==> config.mk <==
export PLATFORM = sky130hd
export DESIGN_NAME = pixel_memory_writer_flat
export DESIGN_NICKNAME = d
export VERILOG_FILES = /design/src/rtl/pixel_memory_writer_if.sv /design/src/rtl/pixel_memory_writer.sv /design/src/flat_wrapper.sv
export SDC_FILE = /design/constraint.sdc
export NUM_CORES = 1
export LEC_CHECK = 0
export BUFFER_PORTS_ARGS = -buffer_cell sky130_fd_sc_hd__buf_4
export CORE_MARGIN = 5
export CORE_UTILIZATION = 40
export CTS_BUF_LIST = sky130_fd_sc_hd__clkbuf_16
export CTS_CLUSTER_DIAMETER = 30
export DETAILED_ROUTE_END_ITERATION = 10
export GPL_TIMING_DRIVEN = 0
export PLACE_DENSITY_LB_ADDON = 0.1
export RECOVER_POWER = 25
export SYNTH_ARGS = -nofsm -noshare
export SYNTH_HDL_FRONTEND = slang
export SYNTH_SLANG_ARGS = --single-unit
==> constraint.sdc <==
create_clock -name clk -period 2.2 [get_ports clk]
set_input_delay 0.33 -clock clk [delete_from_list [all_inputs] [get_ports clk]]
set_output_delay 0.33 -clock clk [all_outputs]
set_load 0.005 [all_outputs]
==> src/rtl/pixel_memory_writer_if.sv <==
// Command handshake and grid write-port bundle for pixel_memory_writer.
// The slave modport is the writer; the master modport is the command source / RAM side.
interface pixel_memory_writer_if #(
  parameter int unsigned ADDR_W = 11
) ();
  logic              cmd_valid;
  logic              cmd_ready;
  logic [1:0]        cmd_op;
  logic [5:0]        cmd_x0;
  logic [4:0]        cmd_y0;
  logic [5:0]        cmd_x1;
  logic [4:0]        cmd_y1;
  logic              cmd_value;
  logic              wr_en;
  logic [ADDR_W-1:0] wr_addr;
  logic              wr_data;
  logic              busy;
  logic              done;
  logic              err;

  modport master (
    output cmd_valid, cmd_op, cmd_x0, cmd_y0, cmd_x1, cmd_y1, cmd_value,
    input  cmd_ready, wr_en, wr_addr, wr_data, busy, done, err
  );

  modport slave (
    input  cmd_valid, cmd_op, cmd_x0, cmd_y0, cmd_x1, cmd_y1, cmd_value,
    output cmd_ready, wr_en, wr_addr, wr_data, busy, done, err
  );
endinterface

==> src/rtl/pixel_memory_writer.sv <==
// Expands point / rectangle / fill-all commands into one-cell-per-cycle grid write beats.
// Optional range check and err pulse: define PIXEL_MEMORY_WRITER_BOUNDS_CHECK_EN.
module pixel_memory_writer #(
  parameter int unsigned WIDTH  = 40,
  parameter int unsigned HEIGHT = 30,
  parameter int unsigned ADDR_W = 11
) (
  input  logic                  clk,
  input  logic                  reset,
  pixel_memory_writer_if.slave  bus
);

  typedef enum logic [1:0] {StIdle, StRun, StDone} state_e;

  localparam logic [1:0] OpPoint = 2'b00;
  localparam logic [1:0] OpRect  = 2'b01;
  localparam logic [1:0] OpFill  = 2'b10;
  localparam logic [1:0] OpRsvd  = 2'b11;

  state_e            state_q, state_d;
  logic [5:0]        xa_q, xa_d, xb_q, xb_d, x_q, x_d;
  logic [4:0]        yb_q, yb_d, y_q, y_d;
  logic [ADDR_W-1:0] row_base_q, row_base_d;
  logic              value_q, value_d;
  logic              cmd_ready_q, cmd_ready_d;
  logic              wr_en_q, wr_en_d;
  logic [ADDR_W-1:0] wr_addr_q, wr_addr_d;
  logic              wr_data_q, wr_data_d;
  logic              busy_q, busy_d;
  logic              done_q, done_d;

  // Normalised bounds of the command currently on the bus
  logic [5:0]        cxa, cxb;
  logic [4:0]        cya, cyb;
  logic [ADDR_W-1:0] cmd_row_base;
  logic [ADDR_W-1:0] row_next;
  logic              cmd_zero;

  always_comb begin
    cxa = bus.cmd_x0;
    cxb = bus.cmd_x0;
    cya = bus.cmd_y0;
    cyb = bus.cmd_y0;
    unique case (bus.cmd_op)
      OpRect: begin
        cxa = (bus.cmd_x0 < bus.cmd_x1) ? bus.cmd_x0 : bus.cmd_x1;
        cxb = (bus.cmd_x0 < bus.cmd_x1) ? bus.cmd_x1 : bus.cmd_x0;
        cya = (bus.cmd_y0 < bus.cmd_y1) ? bus.cmd_y0 : bus.cmd_y1;
        cyb = (bus.cmd_y0 < bus.cmd_y1) ? bus.cmd_y1 : bus.cmd_y0;
      end
      OpFill: begin
        cxa = '0;
        cxb = 6'(WIDTH - 1);
        cya = '0;
        cyb = 5'(HEIGHT - 1);
      end
      OpPoint, OpRsvd: ;
      default: ;
    endcase
  end

  // The only multiply, evaluated once at acceptance; beats step row_base by WIDTH.
  assign cmd_row_base = ADDR_W'(32'(cya) * WIDTH);
  assign row_next     = row_base_q + ADDR_W'(WIDTH);

`ifdef PIXEL_MEMORY_WRITER_BOUNDS_CHECK_EN
  logic err_q, err_d;
  logic cmd_oob;

  always_comb begin
    cmd_oob = 1'b0;
    if (bus.cmd_op == OpPoint) begin
      cmd_oob = (32'(bus.cmd_x0) >= WIDTH) || (32'(bus.cmd_y0) >= HEIGHT);
    end else if (bus.cmd_op == OpRect) begin
      cmd_oob = (32'(bus.cmd_x0) >= WIDTH) || (32'(bus.cmd_y0) >= HEIGHT) ||
                (32'(bus.cmd_x1) >= WIDTH) || (32'(bus.cmd_y1) >= HEIGHT);
    end
  end

  assign cmd_zero = cmd_oob || (bus.cmd_op == OpRsvd);
  assign bus.err  = err_q;
`else
  assign cmd_zero = (bus.cmd_op == OpRsvd);
  assign bus.err  = 1'b0;
`endif

  always_comb begin
    state_d     = state_q;
    xa_d        = xa_q;
    xb_d        = xb_q;
    x_d         = x_q;
    yb_d        = yb_q;
    y_d         = y_q;
    row_base_d  = row_base_q;
    value_d     = value_q;
    cmd_ready_d = cmd_ready_q;
    wr_en_d     = 1'b0;
    wr_addr_d   = wr_addr_q;
    wr_data_d   = wr_data_q;
    busy_d      = busy_q;
    done_d      = 1'b0;
`ifdef PIXEL_MEMORY_WRITER_BOUNDS_CHECK_EN
    err_d       = 1'b0;
`endif

    unique case (state_q)
      StIdle: begin
        cmd_ready_d = 1'b1;
        if (bus.cmd_valid && cmd_ready_q) begin
          cmd_ready_d = 1'b0;
          busy_d      = 1'b1;
          xa_d        = cxa;
          xb_d        = cxb;
          x_d         = cxa;
          yb_d        = cyb;
          y_d         = cya;
          row_base_d  = cmd_row_base;
          value_d     = bus.cmd_value;
          if (cmd_zero) begin
            state_d = StDone;
            done_d  = 1'b1;
`ifdef PIXEL_MEMORY_WRITER_BOUNDS_CHECK_EN
            err_d   = 1'b1;
`endif
          end else begin
            // First beat is registered on the acceptance edge
            state_d   = StRun;
            wr_en_d   = 1'b1;
            wr_addr_d = cmd_row_base + ADDR_W'(cxa);
            wr_data_d = bus.cmd_value;
          end
        end
      end
      StRun: begin
        if (x_q == xb_q && y_q == yb_q) begin
          state_d = StDone;
          done_d  = 1'b1;
        end else if (x_q == xb_q) begin
          wr_en_d    = 1'b1;
          x_d        = xa_q;
          y_d        = y_q + 5'd1;
          row_base_d = row_next;
          wr_addr_d  = row_next + ADDR_W'(xa_q);
        end else begin
          wr_en_d   = 1'b1;
          x_d       = x_q + 6'd1;
          wr_addr_d = row_base_q + ADDR_W'(x_q + 6'd1);
        end
      end
      StDone: begin
        state_d     = StIdle;
        busy_d      = 1'b0;
        cmd_ready_d = 1'b1;
      end
      default: state_d = StIdle;
    endcase
  end

  always_ff @(posedge clk or posedge reset) begin
    if (reset) begin
      state_q     <= StIdle;
      xa_q        <= '0;
      xb_q        <= '0;
      x_q         <= '0;
      yb_q        <= '0;
      y_q         <= '0;
      row_base_q  <= '0;
      value_q     <= 1'b0;
      cmd_ready_q <= 1'b0;
      wr_en_q     <= 1'b0;
      wr_addr_q   <= '0;
      wr_data_q   <= 1'b0;
      busy_q      <= 1'b0;
      done_q      <= 1'b0;
`ifdef PIXEL_MEMORY_WRITER_BOUNDS_CHECK_EN
      err_q       <= 1'b0;
`endif
    end else begin
      state_q     <= state_d;
      xa_q        <= xa_d;
      xb_q        <= xb_d;
      x_q         <= x_d;
      yb_q        <= yb_d;
      y_q         <= y_d;
      row_base_q  <= row_base_d;
      value_q     <= value_d;
      cmd_ready_q <= cmd_ready_d;
      wr_en_q     <= wr_en_d;
      wr_addr_q   <= wr_addr_d;
      wr_data_q   <= wr_data_d;
      busy_q      <= busy_d;
      done_q      <= done_d;
`ifdef PIXEL_MEMORY_WRITER_BOUNDS_CHECK_EN
      err_q       <= err_d;
`endif
    end
  end

  assign bus.cmd_ready = cmd_ready_q;
  assign bus.wr_en     = wr_en_q;
  assign bus.wr_addr   = wr_addr_q;
  assign bus.wr_data   = wr_data_q;
  assign bus.busy      = busy_q;
  assign bus.done      = done_q;

endmodule

==> src/flat_wrapper.sv <==
// flat-port wrapper written by rule: the top's interface ports become plain ports
module pixel_memory_writer_flat 
#(
  parameter int unsigned WIDTH  = 40,
  parameter int unsigned HEIGHT = 30,
  parameter int unsigned ADDR_W = 11
)
  (clk, reset, bus_cmd_valid, bus_cmd_op, bus_cmd_x0, bus_cmd_y0, bus_cmd_x1, bus_cmd_y1, bus_cmd_value, bus_cmd_ready, bus_wr_en, bus_wr_addr, bus_wr_data, bus_busy, bus_done, bus_err);
  pixel_memory_writer_if #(.ADDR_W(ADDR_W)) bus_i ();
  input  logic clk;
  input  logic reset;
  input wire logic [$bits(bus_i.cmd_valid)-1:0] bus_cmd_valid;
  input wire logic [$bits(bus_i.cmd_op)-1:0] bus_cmd_op;
  input wire logic [$bits(bus_i.cmd_x0)-1:0] bus_cmd_x0;
  input wire logic [$bits(bus_i.cmd_y0)-1:0] bus_cmd_y0;
  input wire logic [$bits(bus_i.cmd_x1)-1:0] bus_cmd_x1;
  input wire logic [$bits(bus_i.cmd_y1)-1:0] bus_cmd_y1;
  input wire logic [$bits(bus_i.cmd_value)-1:0] bus_cmd_value;
  output wire logic [$bits(bus_i.cmd_ready)-1:0] bus_cmd_ready;
  output wire logic [$bits(bus_i.wr_en)-1:0] bus_wr_en;
  output wire logic [$bits(bus_i.wr_addr)-1:0] bus_wr_addr;
  output wire logic [$bits(bus_i.wr_data)-1:0] bus_wr_data;
  output wire logic [$bits(bus_i.busy)-1:0] bus_busy;
  output wire logic [$bits(bus_i.done)-1:0] bus_done;
  output wire logic [$bits(bus_i.err)-1:0] bus_err;
  assign bus_i.cmd_valid = bus_cmd_valid;
  assign bus_i.cmd_op = bus_cmd_op;
  assign bus_i.cmd_x0 = bus_cmd_x0;
  assign bus_i.cmd_y0 = bus_cmd_y0;
  assign bus_i.cmd_x1 = bus_cmd_x1;
  assign bus_i.cmd_y1 = bus_cmd_y1;
  assign bus_i.cmd_value = bus_cmd_value;
  assign bus_cmd_ready = bus_i.cmd_ready;
  assign bus_wr_en = bus_i.wr_en;
  assign bus_wr_addr = bus_i.wr_addr;
  assign bus_wr_data = bus_i.wr_data;
  assign bus_busy = bus_i.busy;
  assign bus_done = bus_i.done;
  assign bus_err = bus_i.err;
  pixel_memory_writer #(.WIDTH(WIDTH), .HEIGHT(HEIGHT), .ADDR_W(ADDR_W)) u_core (.clk(clk), .reset(reset), .bus(bus_i));
endmodule
==> impl_metrics.csv <==
group,metric,value,unit
run_status,run_status,"complete, but fails checks",
run_status,violations,"negative setup slack",
timing,drv_slew,0,
setup_path,worst_setup_path_startpoint,"bus_cmd_y1[2]",
floorplanning,fp.dieH,115,µm
grt,grt_pass1_vias,4048,
synthesis,synth-xor-area-share,7.55,%
timing,final.setup.tns,-8100,ps
synthesis,synth.cell_area,4390,µm²
synthesis,synth_top_family_by_area,"compound AO/OA/AOI/OAI gates",
synthesis,synth_mux_area_share,4.56,%
synthesis,synth_cells,525,
min_path,holdCritPathClass,"in2reg",
clock_tree,cts_hold_buffers,0,
grt,grt_max_degree,29,
timing,final.period_utilization,146,%
clock_tree,tritoncts,"yes",
grt,global_route.overflow_total,0,
floorplanning,starting_density,40.7,%
placed_design,gp_congestion,0.900,
power_and_ir_drop,p_leak,2.39,nW
timing,rsz0062_at_grt,"true",
timing,max_slew_margin,32.4,%
power_and_ir_drop,vdd.ir_drop.worst,0.534,mV
setup_path,timing.rr.start,"u_core.x_q[0]$_DFFE_PP0P_",
setup_path,cp.arrival,3400,ps
setup_path,critical_path_class,"in2reg",
clock_tree,cts-htree-levels,2,
detailed_routing,detail_route.first_pass.iterations,7,
grt,initial_antenna_violation_count,0,
grt,grt_pass1_wl,21.1,mm
min_path,startpoint_of_the_tightest_hold_check_path,"bus_cmd_value",
synthesis,asyncSetResetFlopFracSynth,100,%
setup_path,crit_buf_inv,5,
cells_and_area,postLayoutCellArea,5550,µm²
floorplanning,die-width,115,µm
synthesis,mean_instance_size_in_the_synthesized_netlist,8.36,µm²
timing,setup_violations,12,
synthesis,synth-adder-area-share,10.0,%
synthesis,synth.yosys.seq_area_share,30.8,%
setup_path,critical_path.most_common_cell,"ha_4",
setup_path,worstSetupEndpointType,"flop",
timing,fin_skew,9.87,ps
detailed_routing,drt.antenna.violating_nets,0,
setup_path,worstPathRequired,2390,ps
synthesis,synth_simple_gate_area_share,18.2,%
power_and_ir_drop,power_per_cell_area,1340,nW/µm²
grt,grtUsageTotal,20.4,%
setup_path,critical_path_peak_fanout,5,
setup_path,cpMaxStageDelayCell,"fa_2",
detailed_routing,detailroute.via_count,4048,
setup_path,crit_path_start_kind,"primary input",
power_and_ir_drop,p_total,0.00745,W
timing,report.final.hold_viol_count,0,
cells_and_area,final_cell_count_no_fill,737,
clock_tree,clk_root_buffer_cell,"clkbuf_16",
synthesis,synth_compound_gate_area_share,23.1,%
cells_and_area,final_net_count,658,
floorplanning,fp.dieArea,13200,µm²
setup_path,crit_chain,"buf_8 -> inv_4 -> ha_4 -> a211oi_4 -> o221a_4 -> nor2_4 -> a22o_1 -> a22oi_2 -> inv_2 -> ha_4 -> ha_4 -> inv_2 -> fa_2 -> nor3b_4 -> buf_4 -> a41oi_2 -> nor2_1 -> a211o_1",
timing,achievable-frequency,0.312,GHz
clock_tree,buffers_from_clock_root_to_sink_at_most,2,
synthesis,synth_largest_type_area_fraction,30.8,%
synthesis,yosys_register_bits,54,
floorplanning,rows,38,
placed_design,place_hpwl,9.96,mm
synthesis,synthDominantAreaCellType,"dfrtp_1",
clock_tree,tritoncts.num_buffers,5,
synthesis,synth_cell_count_leaders,"nand2_1, dfrtp_1, nor2_1",
floorplanning,i_o_pins,45,
cells_and_area,ratio_of_cells_with_drive_above_1_in_the_final_layout,27.6,%
flow_run,max_cap_violations,0,
detailed_routing,vias_per_cell,5.49,
synthesis,synth_warnings,0,
setup_path,rrSetupSlack,-710,ps
placed_design,placedInstanceArea,5110,µm²
detailed_routing,drt_drc_violations_left,0,
synthesis,synth_area_leaders,"dfrtp_1, ha_1, nand2_1",
synthesis,synthFlopType,"dfrtp_1",
cells_and_area,num_antenna_cells,0,
detailed_routing,number_of_drc_violations_after_detailed_routing_iteration_0,301,
synthesis,yosysUniqueCellTypes,71,
setup_path,cpPeakStageDelay,570,ps
synthesis,synth-edff-count,0,
placed_design,placed_cells_incl_taps,710,
timing,worst-slew-pin-transition,1010,ps
detailed_routing,routedWlPerCell,17.6,µm
clock_tree,numClockSinks,54,
floorplanning,floorplan.core_area,10800,µm²
timing,post-route-worst-setup-slack,-1000,ps
detailed_routing,drt_wl_total,13.0,mm
setup_path,path_delay_family,"compound AO/OA/AOI/OAI gates",
timing,min_period,3200,ps
clock_tree,worstSkewPairLatency,310,ps
clock_tree,path_clk_slew,80,ps
synthesis,post-synth-top-count-cell,"nand2_1",
cells_and_area,areaGrowthSynthToFinish,26.4,%
placed_design,number_of_i_o_port_buffers,43,
state kept, by name, indices dropped and copies added, names as in the netlist:
name / flops
u_core.bus.wr_addr: 11
u_core.row_base_q: 8
u_core.x_q: 6
u_core.xa_q: 6
u_core.xb_q: 6
u_core.y_q: 5
u_core.yb_q: 5
u_core.state_q: 2
u_core.bus.busy: 1
u_core.bus.cmd_ready: 1
u_core.bus.done: 1
u_core.bus.wr_data: 1
u_core.bus.wr_en: 1
kinds of logic after synthesis:
group,after synthesis
multiplexers,17
XOR/XNOR,37
AO/OA/AOI/OAI,147
AND/OR/NAND/NOR,179
other,1
flip-flops,54
buffers and inverters,56
adder cells (fa/ha/maj),34
cell type report:
class                      instances  area [µm²]
multi-input combinational        416        3120
buffer                            28         149
inverter                          28         115
tap                              140         175
fill                            1028        5240
clock inverter                     3        25.0
clock buffer                       5         125
sequential                        54        1350
timing repair buffer              63         493
where the power goes:
group          internal [W]  switching (W)
logic               0.00207        0.00259
clock network      0.000430       0.000410
registers           0.00149       0.000448
layer usage:
metal	part of all wire (%)	up-vias	track usage, %
li1	-	1994	-
met1	45	1950	26.9
met2	49	88	34.9
met3	4.0	16	2.42
met4	2.0	0	6.42
met5	0	-	0
tightest hold or removal path, stage by stage:
cell and delay, ps:
buf_4 70, nand2_1 40, nand2_1 50
placed cells by master, fill, tap and decap left out, types with 4 or more instances in the layout:
cell / synthesis / final
mux2_2: 5 / 4
nand2_1: 72 / 70
clkbuf_1: 11 / 9
buf_4: 2 / 59
mux2i_1: 8 / 8
nand2b_1: 4 / 4
nand3_1: 19 / 18
a21o_1: 8 / 8
a22o_1: 12 / 11
buf_2: 11 / 10
a21oi_2: 1 / 4
dfrtp_1: 54 / 54
o21ai_0: 31 / 26
nor2b_1: 8 / 5
xnor2_1: 21 / 19
a221oi_1: 4 / 4
inv_2: 1 / 8
a21oi_4: 1 / 4
o21ai_1: 5 / 7
clkbuf_16: 0 / 5
xor2_1: 15 / 14
nor2_2: 2 / 4
ha_1: 32 / 19
inv_1: 27 / 18
a21oi_1: 32 / 26
nor2_1: 54 / 51
ha_4: 0 / 12
a31oi_1: 13 / 13
o211ai_1: 7 / 7
buf_6: 2 / 6
what timing repair did:
action,CTS,global route
resized for setup,30,4
pin swaps,21,11
buffers inserted,14,5
setup endpoints to repair,27,18
metrics by stage:
| stage | utilization [%] | hold WS, ps | setup WS [ps] |
|---|---|---|---|
| finish | 51.4 | 222 | -1000 |
| global route | 51.4 | 224 | -1150 |
| CTS | 51.1 | 110 | -1040 |
| detailed placement | 47.4 | 439 | -1680 |
| global placement | 47.2 | 456 | -1610 |
| floorplan | - | 435 | -1050 |
final timing paths:
| path | to | depth (start not counted) |
|---|---|---|
| worst min-delay path | u_core.bus.wr_data$_DFFE_PP0P_ | 3 |
| worst max register to register | u_core.bus.wr_addr[7]$_DFFE_PP0P_ | 11 |
| worst max-delay path | u_core.bus.wr_addr[10]$_DFFE_PP0P_ | 18 |
| worst min register to register | u_core.bus.wr_data$_DFFE_PP0P_ | 2 |
| min in group asynchronous | u_core.bus.wr_addr[4]$_DFFE_PP0P_ | 2 |
| max in group asynchronous | u_core.bus.wr_data$_DFFE_PP0P_ | 3 |
Power figures use the tool's default switching activity.
